File: src/rtl/gups_engine.sv
// GUPS update engine: LFSR-addressed read-modify-write over a req/wr/rdy port.
// Increment or XOR update modes, with counters and start/stop control.
module gups_engine #(
    parameter int DATA_W = 64,
    parameter int ADDR_W = 64,
    parameter int CNT_W  = 32
) (
    input  logic              clk,
    input  logic              rst_n,
    input  logic              start,
    input  logic              stop,
    input  logic [15:0]       seed,
    input  logic [ADDR_W-1:0] range,
    input  logic [CNT_W-1:0]  num_updates,
    input  logic              mode,
    output logic [ADDR_W-1:0] mem_addr,
    output logic [DATA_W-1:0] mem_wdata,
    output logic              mem_req,
    output logic              mem_wr,
    input  logic [DATA_W-1:0] mem_rdata,
    input  logic              mem_rdy,
    output logic              busy,
    output logic              done,
    output logic [CNT_W-1:0]  update_cnt,
    output logic [47:0]       cycle_cnt
);

    typedef enum logic [2:0] {
        S_IDLE,
        S_RD,
        S_MOD,
        S_WR,
        S_NEXT
    } state_t;

    localparam logic [31:0]       POLY     = 32'h8020_0003;
    localparam logic [CNT_W-1:0]  CNT_ONE  = 1;
    localparam logic [DATA_W-1:0] DATA_ONE = 1;
    localparam logic [47:0]       CYC_ONE  = 48'd1;

    state_t            state_q, state_d;
    logic [31:0]       lfsr_q, lfsr_d;
    logic [ADDR_W-1:0] range_q, range_d;
    logic [CNT_W-1:0]  num_q, num_d;
    logic              mode_q, mode_d;
    logic [DATA_W-1:0] rdata_q, rdata_d;
    logic [DATA_W-1:0] wdata_q, wdata_d;
    logic [CNT_W-1:0]  update_cnt_q, update_cnt_d;
    logic [47:0]       cycle_cnt_q, cycle_cnt_d;
    logic              busy_q, busy_d;
    logic              done_q, done_d;
    logic              stop_pend_q, stop_pend_d;

    function automatic logic [31:0] lfsr_step(input logic [31:0] l);
        logic [31:0] r;
        r = l >> 1;
        if (l[0]) begin
            r = r ^ POLY;
        end
        return r;
    endfunction

    // Zero-extend (or truncate) the 32-bit LFSR to the address width.
    function automatic logic [ADDR_W-1:0] lfsr_addr(input logic [31:0] l);
        logic [ADDR_W-1:0] r;
        r = '0;
        for (int i = 0; i < ADDR_W && i < 32; i++) begin
            r[i] = l[i];
        end
        return r;
    endfunction

    function automatic logic [DATA_W-1:0] lfsr_rep(input logic [31:0] l);
        logic [DATA_W-1:0] r;
        r = '0;
        for (int c = 0; c < DATA_W / 32; c++) begin
            r[c*32 +: 32] = l;
        end
        return r;
    endfunction

    always_comb begin
        state_d      = state_q;
        lfsr_d       = lfsr_q;
        range_d      = range_q;
        num_d        = num_q;
        mode_d       = mode_q;
        rdata_d      = rdata_q;
        wdata_d      = wdata_q;
        update_cnt_d = update_cnt_q;
        cycle_cnt_d  = busy_q ? cycle_cnt_q + CYC_ONE : cycle_cnt_q;
        busy_d       = busy_q;
        done_d       = 1'b0;
        stop_pend_d  = busy_q & (stop_pend_q | stop);
        mem_req      = 1'b0;
        mem_wr       = 1'b0;

        unique case (state_q)
            S_IDLE: begin
                if (start) begin
                    update_cnt_d = '0;
                    cycle_cnt_d  = '0;
                    if (num_updates == '0) begin
                        done_d = 1'b1;
                    end else begin
                        lfsr_d  = {~seed, seed};
                        range_d = range;
                        num_d   = num_updates;
                        mode_d  = mode;
                        busy_d  = 1'b1;
                        state_d = S_RD;
                    end
                end
            end
            S_RD: begin
                mem_req = 1'b1;
                if (mem_rdy) begin
                    rdata_d = mem_rdata;
                    state_d = S_MOD;
                end
            end
            S_MOD: begin
                wdata_d = mode_q ? (rdata_q ^ lfsr_rep(lfsr_q))
                                 : (rdata_q + DATA_ONE);
                state_d = S_WR;
            end
            S_WR: begin
                mem_req = 1'b1;
                mem_wr  = 1'b1;
                if (mem_rdy) begin
                    update_cnt_d = update_cnt_q + CNT_ONE;
                    state_d      = S_NEXT;
                end
            end
            S_NEXT: begin
                lfsr_d = lfsr_step(lfsr_q);
                // A stop seen in this very cycle still ends the run here.
                if (update_cnt_q == num_q || stop_pend_q || stop) begin
                    busy_d      = 1'b0;
                    done_d      = 1'b1;
                    stop_pend_d = 1'b0;
                    state_d     = S_IDLE;
                end else begin
                    state_d = S_RD;
                end
            end
            default: begin
                state_d = S_IDLE;
            end
        endcase
    end

    always_ff @(posedge clk or negedge rst_n) begin
        if (!rst_n) begin
            state_q      <= S_IDLE;
            lfsr_q       <= '0;
            range_q      <= '0;
            num_q        <= '0;
            mode_q       <= 1'b0;
            rdata_q      <= '0;
            wdata_q      <= '0;
            update_cnt_q <= '0;
            cycle_cnt_q  <= '0;
            busy_q       <= 1'b0;
            done_q       <= 1'b0;
            stop_pend_q  <= 1'b0;
        end else begin
            state_q      <= state_d;
            lfsr_q       <= lfsr_d;
            range_q      <= range_d;
            num_q        <= num_d;
            mode_q       <= mode_d;
            rdata_q      <= rdata_d;
            wdata_q      <= wdata_d;
            update_cnt_q <= update_cnt_d;
            cycle_cnt_q  <= cycle_cnt_d;
            busy_q       <= busy_d;
            done_q       <= done_d;
            stop_pend_q  <= stop_pend_d;
        end
    end

    assign mem_addr   = lfsr_addr(lfsr_q) & range_q;
    assign mem_wdata  = wdata_q;
    assign busy       = busy_q;
    assign done       = done_q;
    assign update_cnt = update_cnt_q;
    assign cycle_cnt  = cycle_cnt_q;

endmodule
File: config.mk
export PLATFORM = sky130hd
export DESIGN_NAME = gups_engine
export DESIGN_NICKNAME = d
export VERILOG_FILES = /design/src/rtl/gups_engine.sv
export SDC_FILE = /design/constraint.sdc
export NUM_CORES = 1
export LEC_CHECK = 0
export ABC_AREA = 1
export CAP_MARGIN = 20
export CORE_ASPECT_RATIO = 1.25
export CORE_MARGIN = 2
export CORE_UTILIZATION = 44
export CTS_CLUSTER_SIZE = 12
export DETAILED_ROUTE_END_ITERATION = 10
export PLACE_DENSITY = 0.74
export SETUP_SLACK_MARGIN = 0.2
export SKIP_LAST_GASP = 1
export SYNTH_ARGS = -nofsm -noshare
export SYNTH_HDL_FRONTEND = slang
export SYNTH_SLANG_ARGS = --single-unit
File: constraint.sdc
create_clock -name clk -period 1.9 [get_ports clk]
set_input_delay 0.475 -clock clk [delete_from_list [all_inputs] [get_ports clk]]
set_output_delay 0.475 -clock clk [all_outputs]
set_load 0.01 [all_outputs]
==> summary.md <==
| Metric | Value |
|---|---|
| Status | `complete, but fails checks` |
| Failing checks | `setup timing` |
| Post-synth EDFFs | `0` |
| CP max FO | `3` |
| DR DRC count | `0` |
| Wire per inst | `19.1 um` |
| Placed cell count | `3432` |
| Final setup viols | `1` |
| Min Tclk post-route | `1920 ps` |
| Max cap viols | `0` |
| Avg Inst Size Synth | `between 7 and 8 um2` |
| Synthesized area | `0.0178 mm2` |
| FF+latch count, synth | `311` |
| Element type at the critical path start | `register` |
| Worst-skew pair later-pin latency | `530 ps` |
| Remaining antenna violation count after routing | `0` |
| Initial DRT Pass Iterations | `6` |
| Nets@finish | `3336` |
| Worst Hold Class | `in2reg` |
| Comb power frac | `between 50% and 60%` |
| Max-slew violations | `0` |
| Required time worst endpoint | `1420 ps` |
| CP arrival | `1440 ps` |
| Die area | `0.0422 mm2` |
| Clock power share | `a little under a fifth` |
| Top cells by area, synth | `dfrtp_1 44%, nand2_1 18%, nor2_1 7.3%` |
| Clock tree from TritonCTS | `yes` |
| Layout Skew | `~12 ps` |
| Hold Fails Final Rpt | `0` |
| Distinct cells, synth | `47` |
| Buffers on Ports | `329` |
| Synthesis Warnings | `0` |
| Final Cell Area | `between 0.02 and 0.03 mm2` |
| Switch share | `43.0%` |
| Die Span Y | `229 um` |
| Vias | `approximately 20000` |
| H-tree levels | `2` |
| PnR worst setup slack | `-17.8 ps` |
| Area of the multi-input gates | `0.00979 mm2` |
| I/O pin cnt | `between 300 and 400` |
| Fill cells | `3260` |
| Mapped Cells | `2506` |
| Cell Int Power | `21.8 mW` |
| Cell Rows | `82` |
| Most frequent cells in the layout | `798 x nand2_1, 275 x nor2_1, 274 x buf_4` |
| CP Class | `reg2out` |
| Area grow syn2layout | `50.3%` |
| Vias in the first global route | `19300` |
| CTS Buf Count | `35` |
| Worst VDD drop | `0.743 mV` |
| Layout cells sized above 1 | `26.5%` |
| Register area | `around 0.0079 mm2` |
| Core area | `around 0.04 mm2` |
| FFs w/ async S/R, synth | `100%` |
| RSZ-0062 raised after global routing | `yes` |
| Reg power frac | `30.5%` |
| GRT Residual Overflow | `0` |
| Element type at the critical path end | `output port` |
| Post-Route WL | `70.3 mm` |
| Slew headroom | `about 65%` |
| Total Routing Usage GR | `31.6%` |
| Vias/cell | `roughly 5.3` |
| Worst-Margin Slew | `520 ps` |
| P_sw | `16.5 mW` |
| LEAKAGE | `13.1 nW` |
| First-pass GRT wire length | `between 100 and 150 mm` |
| DP HPWL | `49.7 mm` |
| Largest net degree at the start of global routing | `between 70 and 80` |
| Cell Count, Final, Fillers Out | `3678` |
| Synth Flop Type | `dfrtp_1` |
| Synth area leader | `dfrtp_1` |
| Commonest non-fill, non-tap cell in the layout | `nand2_1` |
| Die width | `about 180 um` |
| Initial antenna violation count | `4` |
| Ratio of final minimum period to clock period | `101%` |
| 1st-iter DRT viols | `1532` |
| CTS Buffer Depth | `3` |
| Pre-CTS WS | `-567 ps` |
| Root Driver | `clkbuf_16` |
| Clk pin slew, worst setup/hold paths | `60 ps` |
| Post-Place Cell Area | `0.0228 mm2` |
| Placer congestion estimate | `0.981` |
| Max Clk Rate | `around 520 MHz` |
| Top cell type's share of synthesized area | `43.6%` |
| Initial Util | `44.6%` |
| Setup_tns | `-17.8 ps` |
| Clock tree sinks | `just over 300` |
| Sequential element share of the synthesized area | `between 40% and 50%` |
| Pwr Density | `1430 mW/mm2` |
==> worst max-delay path: stages, from the launching register on <==
cell and delay, ps:
dfrtp_1 430, nor3_4 230, buf_12 150, buf_6 100
==> metrics by stage <==
step / util [%] / hold WS [ps] / total power [mW]
finish: 67.0 / 201 / 38.3
global route: 67.0 / 202 / 40.6
CTS: 62.3 / 333 / 35.9
detailed placement: 56.9 / 427 / 28.0
global placement: 56.9 / 426 / 27.6
floorplan: - / 179 / 20.0
==> power by group through the flow <==
stage / combinational [mW] / clock (mW) / sequential (mW)
2_1_floorplan: 8.60 / 0 / 11.4
3_3_place_gp: 15.8 / 0 / 11.7
3_5_place_dp: 16.2 / 0 / 11.8
4_1_cts: 17.2 / 7.14 / 11.6
5_1_grt: 21.2 / 7.41 / 11.9
6_report: 19.6 / 7.07 / 11.7
==> flip-flops by register name (all words and copies together) (netlist names), 3 cells and up <==
name and count:
cycle_cnt 48, lfsr_q 32, mem_wdata 64, num_q 32, range_q 32, rdata_q 64, state_q 3, update_cnt 32
==> path summary, 6_finish.rpt <==
| path | from | endpoint | slack (ps) | depth (start not counted) |
|---|---|---|---|---|
| worst min-delay path | num_updates[19] | num_q[19] | 200 | 3 |
| min in group asynchronous | rst_n | mem_wdata[17] | 470 | 2 |
| worst min register to register | range_q[18] | range_q[18] | 470 | 2 |
| worst max-delay path | state_q[2] | mem_wr | -20 | 3 |
| worst max register to register | cycle_cnt[1] | cycle_cnt[22] | 20 | 10 |
| max in group asynchronous | rst_n | cycle_cnt[16] | 670 | 3 |
==> cell families after synthesis <==
| kind of cell | share of synthesized area (%) |
|---|---|
| adders and majority gates | 0.211 |
| other | 0.0210 |
| muxes | 1.07 |
| and+or+nand+nor | 34.8 |
| xor gates and xnor gates | 2.85 |
| AOI/OAI and AO/OA | 8.95 |
| DFF | 43.6 |
| buffers and inverters | 8.39 |
==> synth_stat cells (3+ instances only) <==
master	count
clkbuf_1	25
buf_1	3
a22oi_1	3
xnor2_1	22
inv_1	215
buf_4	38
nor3_2	4
dfrtp_1	311
o211ai_1	3
o21ai_0	124
nor2_1	348
mux2_1	12
nor2_4	14
a31oi_1	7
nand2_2	11
nand2_1	847
o21ai_2	4
buf_2	41
nand2_4	4
nor3_1	27
nand3_2	7
xor2_1	36
nand3_1	118
nor2_2	16
nand4_1	49
a21oi_1	103
mux2_2	5
inv_2	21
o21ai_1	55
ha_1	3
or2_2	5
nor3_4	5
==> routing by layer <==
layer  global-route usage [%]  part of all wire, %  vias up
met4                     16.6                  6.0        8
met5                        0                0.075        -
met3                     6.03                  7.1      240
met2                     55.3                   51      880
li1                         -                    -     9148
met1                     36.4                   36     9342
==> cell type report <==
class | instances | share of cell area [%]
flip-flops and latches | 311 | 29.3
repair buffers | 685 | 24.0
well taps | 504 | 2.35
clock buffers | 52 | 4.08
multi-input cells | 1881 | 36.5
inverters | 237 | 3.44
clock inverters | 6 | 0.313
diodes | 2 | 0.0187
==> repair_timing <==
action | 4_1_cts | 5_1_grt
cloned | 4 | 11
pin swaps | 45 | 112
hold buffers | 1 | 0
resized for setup | 577 | 306
buffers inserted | 101 | 69
setup endpoints to repair | 391 | 341
endpoints found under the hold margin | 34 | 0
Power figures use the tool's default switching activity.
